**src/rtl/imm_field_extract_stage.sv**
```systemverilog
// RV32I immediate format classifier with a registered 2-entry skid output.
// Define IMM_ILLEGAL_DETECT_EN to enable the registered illegal_insn flag.
module imm_field_extract_stage #(
  parameter int XLEN  = 32,
  parameter int IMM_W = 21
) (
  input  logic             clk,
  input  logic             reset,
  input  logic             flush,
  input  logic             in_valid,
  output logic             in_ready,
  input  logic [31:0]      in_inst,
  input  logic [XLEN-1:0]  in_pc,
  output logic             out_valid,
  input  logic             out_ready,
  output logic [31:0]      out_inst,
  output logic [XLEN-1:0]  out_pc,
  output logic [2:0]       imm_fmt,
  output logic [IMM_W-1:0] imm_raw,
  output logic             sext_en,
  output logic             illegal_insn
);

  localparam logic [2:0] FMT_NONE = 3'd0;
  localparam logic [2:0] FMT_I    = 3'd1;
  localparam logic [2:0] FMT_S    = 3'd2;
  localparam logic [2:0] FMT_B    = 3'd3;
  localparam logic [2:0] FMT_U    = 3'd4;
  localparam logic [2:0] FMT_J    = 3'd5;

  typedef enum logic [1:0] {
    S_EMPTY,
    S_ONE,
    S_TWO
  } state_e;

  typedef struct packed {
    logic [31:0]      inst;
    logic [XLEN-1:0]  pc;
    logic [2:0]       fmt;
    logic [IMM_W-1:0] imm;
    logic             sext;
`ifdef IMM_ILLEGAL_DETECT_EN
    logic             ill;
`endif
  } ent_t;

  state_e state_q, state_d;
  ent_t   out_q, out_d;
  ent_t   skid_q, skid_d;
  ent_t   dec;

  logic [6:0] op;
  logic is_i, is_s, is_b, is_u, is_j;
  logic acc, xfer;

  assign op   = in_inst[6:0];
  assign is_i = (op == 7'b0010011) | (op == 7'b0000011) |
                (op == 7'b1100111) | (op == 7'b1110011) |
                (op == 7'b0001111);
  assign is_s = (op == 7'b0100011);
  assign is_b = (op == 7'b1100011);
  assign is_u = (op == 7'b0110111) | (op == 7'b0010111);
  assign is_j = (op == 7'b1101111);

  always_comb begin
    dec      = '0;
    dec.inst = in_inst;
    dec.pc   = in_pc;
    unique case (1'b1)
      is_i: begin
        dec.fmt       = FMT_I;
        dec.imm[11:0] = in_inst[31:20];
        dec.sext      = 1'b1;
      end
      is_s: begin
        dec.fmt       = FMT_S;
        dec.imm[11:0] = {in_inst[31:25], in_inst[11:7]};
        dec.sext      = 1'b1;
      end
      is_b: begin
        dec.fmt       = FMT_B;
        dec.imm[12:0] = {in_inst[31], in_inst[7], in_inst[30:25],
                         in_inst[11:8], 1'b0};
        dec.sext      = 1'b1;
      end
      is_u: begin
        dec.fmt       = FMT_U;
        dec.imm[19:0] = in_inst[31:12];
      end
      is_j: begin
        dec.fmt       = FMT_J;
        dec.imm[20:0] = {in_inst[31], in_inst[19:12], in_inst[20],
                         in_inst[30:21], 1'b0};
        dec.sext      = 1'b1;
      end
      default: ;
    endcase
`ifdef IMM_ILLEGAL_DETECT_EN
    // R-type has no immediate but is still a legal instruction
    dec.ill = (in_inst[1:0] != 2'b11) |
              ((dec.fmt == FMT_NONE) & (op != 7'b0110011));
`endif
  end

  assign in_ready  = (state_q != S_TWO);
  assign out_valid = (state_q != S_EMPTY);
  assign acc       = in_valid & in_ready;
  assign xfer      = out_valid & out_ready;

  always_comb begin
    state_d = state_q;
    out_d   = out_q;
    skid_d  = skid_q;
    if (flush) begin
      state_d = S_EMPTY;
    end else begin
      unique case (state_q)
        S_EMPTY: begin
          if (acc) begin
            out_d   = dec;
            state_d = S_ONE;
          end
        end
        S_ONE: begin
          if (xfer && acc) begin
            out_d = dec;
          end else if (xfer) begin
            state_d = S_EMPTY;
          end else if (acc) begin
            skid_d  = dec;
            state_d = S_TWO;
          end
        end
        S_TWO: begin
          if (xfer) begin
            out_d   = skid_q;
            state_d = S_ONE;
          end
        end
        default: state_d = S_EMPTY;
      endcase
    end
  end

  always_ff @(posedge clk or posedge reset) begin
    if (reset) begin
      state_q <= S_EMPTY;
      out_q   <= '0;
      skid_q  <= '0;
    end else begin
      state_q <= state_d;
      out_q   <= out_d;
      skid_q  <= skid_d;
    end
  end

  assign out_inst = out_q.inst;
  assign out_pc   = out_q.pc;
  assign imm_fmt  = out_q.fmt;
  assign imm_raw  = out_q.imm;
  assign sext_en  = out_q.sext;
`ifdef IMM_ILLEGAL_DETECT_EN
  assign illegal_insn = out_q.ill;
`else
  assign illegal_insn = 1'b0;
`endif

endmodule

```
**config.mk**
```make
export PLATFORM = sky130hd
export DESIGN_NAME = imm_field_extract_stage
export DESIGN_NICKNAME = d
export VERILOG_FILES = /design/src/rtl/imm_field_extract_stage.sv
export SDC_FILE = /design/constraint.sdc
export NUM_CORES = 1
export LEC_CHECK = 0
export BUFFER_PORTS_ARGS = -buffer_cell sky130_fd_sc_hd__buf_2
export CELL_PAD_IN_SITES_DETAIL_PLACEMENT = 0
export CELL_PAD_IN_SITES_GLOBAL_PLACEMENT = 1
export CORE_MARGIN = 10
export CORE_UTILIZATION = 41
export CTS_CLUSTER_DIAMETER = 150
export DETAILED_ROUTE_END_ITERATION = 8
export PLACE_DENSITY = 0.78
export RECOVER_POWER = 50
export SLEW_MARGIN = 20
export SYNTH_ARGS = -nofsm -noshare
export SYNTH_HDL_FRONTEND = slang
export SYNTH_SLANG_ARGS = --single-unit
export TNS_END_PERCENT = 10
```
**constraint.sdc**
```tcl
create_clock -name clk -period 6.4 [get_ports clk]
set_input_delay 0.64 -clock clk [delete_from_list [all_inputs] [get_ports clk]]
set_output_delay 0.64 -clock clk [all_outputs]
set_load 0.1 [all_outputs]
```
==> impl_metrics.tcl <==
set metrics [dict create \
    holdBufCountCts 0 \
    mostFrequentLayoutCells "343 x nand2_1, 180 x dfrtp_1, 88 x clkbuf_1" \
    placed_cells 1243 \
    r2r_setup_slack_ns 2.46 \
    syn_nets 976 \
    grt_pass1_wl_um 34100 \
    vias 6457 \
    gp_congestion 0.797 \
    drt_iter0_drc 477 \
    postSynth.asyncResetShare 1.00 \
    die_height_um 159 \
    cp.required_ns 6.71 \
    status "complete, but fails checks" \
    wl_per_cell_um 17.0 \
    crit-reg2reg-capture "skid_q[12]" \
    hold_viol 0 \
    hpwl_um 14000 \
    fmax_mhz 254 \
    drt-pass1-iter-count 4 \
    core_mm2 0.0188 \
    worstSkewPairLatency_ns 0.43 \
    tightest_slew_ns 2.78 \
    power.total_mw 3.53 \
    yosysTopAreaCellShare 0.573 \
    die_x_um 159 \
    cts_buffers 17 \
    critPathMaxStageDelay_ns 2.07 \
    clock_sinks 180 \
    clock_skew_ns 0.00666 \
    cts_resized 0 \
    rr_worst_depth 5 \
    final_nets 1097 \
    grt_pass1_vias 6226 \
    start_util 0.419 \
    routed_wl_um 21700 \
    grtUsageTotal 0.173 \
    ys_seq_elements 180 \
    synth_flop_cell "dfrtp_1" \
    mostFrequentLayoutCell "nand2_1" \
    final_cell_count_no_fill 1277 \
    max_slew_margin -0.869 \
    utilization 0.492 \
    worstPathCellList "nor2b_1, nand2_1, nor3_1, buf_4, mux2_2" \
    post-route-period-util 0.616 \
    violations "capacitance limit, slew limit" \
    htree_levels 4 \
    slew_violations 25 \
    crit_slowest_cell "nor3_1" \
    fin_crit_ns 3.94 \
    synth_edf_count 0 \
    setup.worst_path.end_class "flip-flop" \
    drtAntennaViolNets 0 \
    setup_viol 0 \
    clk_pin_slew_worst_paths_ns 0.07 \
    drc 0 \
    antenna_found_initial 3 \
    ys_top_cells_by_area "dfrtp_1 57%, nand2_1 16%, a31oi_1 5.0%" \
    ys_warn_count 0 \
    r2r_start "state_q[1]" \
    cts_tree "done" \
    final.setup.tns_ns 0 \
    avgSynthCellArea_um2 8.67 \
    p_per_area_mw_per_mm2 383 \
    numPortBuffers 159 \
    area_growth_pct 17.3 \
    syn_area_mm2 0.00787 \
    ys_seq_area_frac 0.573 \
    syn_inst 907 \
    root_buffer "clkbuf_16" \
    cts_setup_buffers 0 \
    rows 50 \
    hp-class "input port to asynchronous set/reset pin" \
    arrival_ns 4.26 \
    num_io_pins 161 \
    globalRouteOverflowTotal 0 \
    clockBufferDepth 2 \
    via_per_inst 5.06 \
    cp_max_fo 46 \
    final_layout_size_suffix_gt1_frac 0.121 \
    power.leakage_nw 4.33 \
    timing.max_cap.violations 1 \
    die_area_mm2 0.0251 \
    ir_drop_uv 185 \
    startpoint_type "flip-flop" \
    rsz0062_at_grt "false" \
    grt_max_degree 114 \
    crit_type "flip-flop to flip-flop" \
    yosysTopAreaCell "dfrtp_1" \
    synthDistinctLibCells 48 \
]
-- area by class of cell --
| class | instances | area (um2) |
|---|---|---|
| Tap cell | 234 | 293 |
| Clock inverter | 15 | 146 |
| Timing Repair Buffer | 167 | 749 |
| Sequential cell | 180 | 4500 |
| Multi-Input combinational cell | 652 | 3060 |
| Fill cell | 1876 | 9540 |
| Inverter | 10 | 45.0 |
| Antenna cell | 2 | 5.00 |
| Clock buffer | 17 | 425 |
-- Yosys cell counts, drive strengths merged, types with 2 or more instances --
cell and number:
nand2 344, dfrtp 180, nor2 84, a31oi 63, o21ai 50, clkbuf 41, buf 24, nand3 15
a21oi 13, a22oi 12, inv 10, a211oi 9, o211ai 9, a21o 7, a2bb2oi 7, and3 5
nor3 4, o21bai 3, a2111oi 2, mux2 2, nor2b 2, or2 2, or3 2
-- worst max-delay path: cells and delay by family, from the launching register on --
kind,cells,cell delay [ns]
multiplexers,1,0.38
buffers and inverters,1,0.69
AND/OR/NAND/NOR,3,2.32
flip-flops,1,0.42
-- flip-flops by register name, indices dropped and copies added (netlist names) --
signal and flops:
state_q 2, out_pc 32, skid_q 89, imm_fmt 3, sext_en 1, out_inst 32
imm_raw 21
-- cell families after synthesis --
| kind of cell | count (synthesis) | synth area share |
|---|---|---|
| flops | 180 | 0.573 |
| mux | 3 | 0.00413 |
| compound gates | 181 | 0.147 |
| xor+xnor | 1 | 0.00111 |
| other cells | 1 | 0.000477 |
| simple gates | 466 | 0.235 |
| buf+inv | 75 | 0.0399 |
-- metal layers --
metal / global-route usage / vias up / share of wire
li1: - / 3258 / -
met1: 0.250 / 3023 / 0.49
met2: 0.251 / 158 / 0.44
met3: 0.0418 / 16 / 0.060
met4: 0.0490 / 2 / 0.0082
met5: 0 / - / 0.00051
-- through the flow --
stage / instance area (um2) / setup WS, ns / hold slack, ns
global placement: 8780 / 3.46 / 0.456
global route: 9230 / 1.98 / 0.394
detailed placement: 8780 / 3.43 / 0.462
CTS: 9350 / 3.55 / 0.386
floorplan: 7870 / 0.873 / 0.446
finish: 9230 / 2.46 / 0.393
-- report_power, final --
| group | internal, mW | switching, mW |
|---|---|---|
| registers | 1.34 | 0.108 |
| logic | 0.162 | 0.903 |
| clock network | 0.547 | 0.475 |
-- how the worst max path moves through the flow --
| stage | to | depth (start not counted) | from | slack (ns) |
|---|---|---|---|---|
| after floorplan | imm_fmt[0] | 1 | reset | 0.87 |
| after global placement | skid_q[12] | 6 | in_valid | 3.46 |
| after detailed placement | skid_q[12] | 6 | in_valid | 3.43 |
| after CTS | in_ready | 4 | state_q[1] | 3.55 |
| after global routing | skid_q[12] | 5 | state_q[1] | 1.98 |
| final | skid_q[12] | 5 | state_q[1] | 2.46 |
Power figures use the tool's default switching activity.
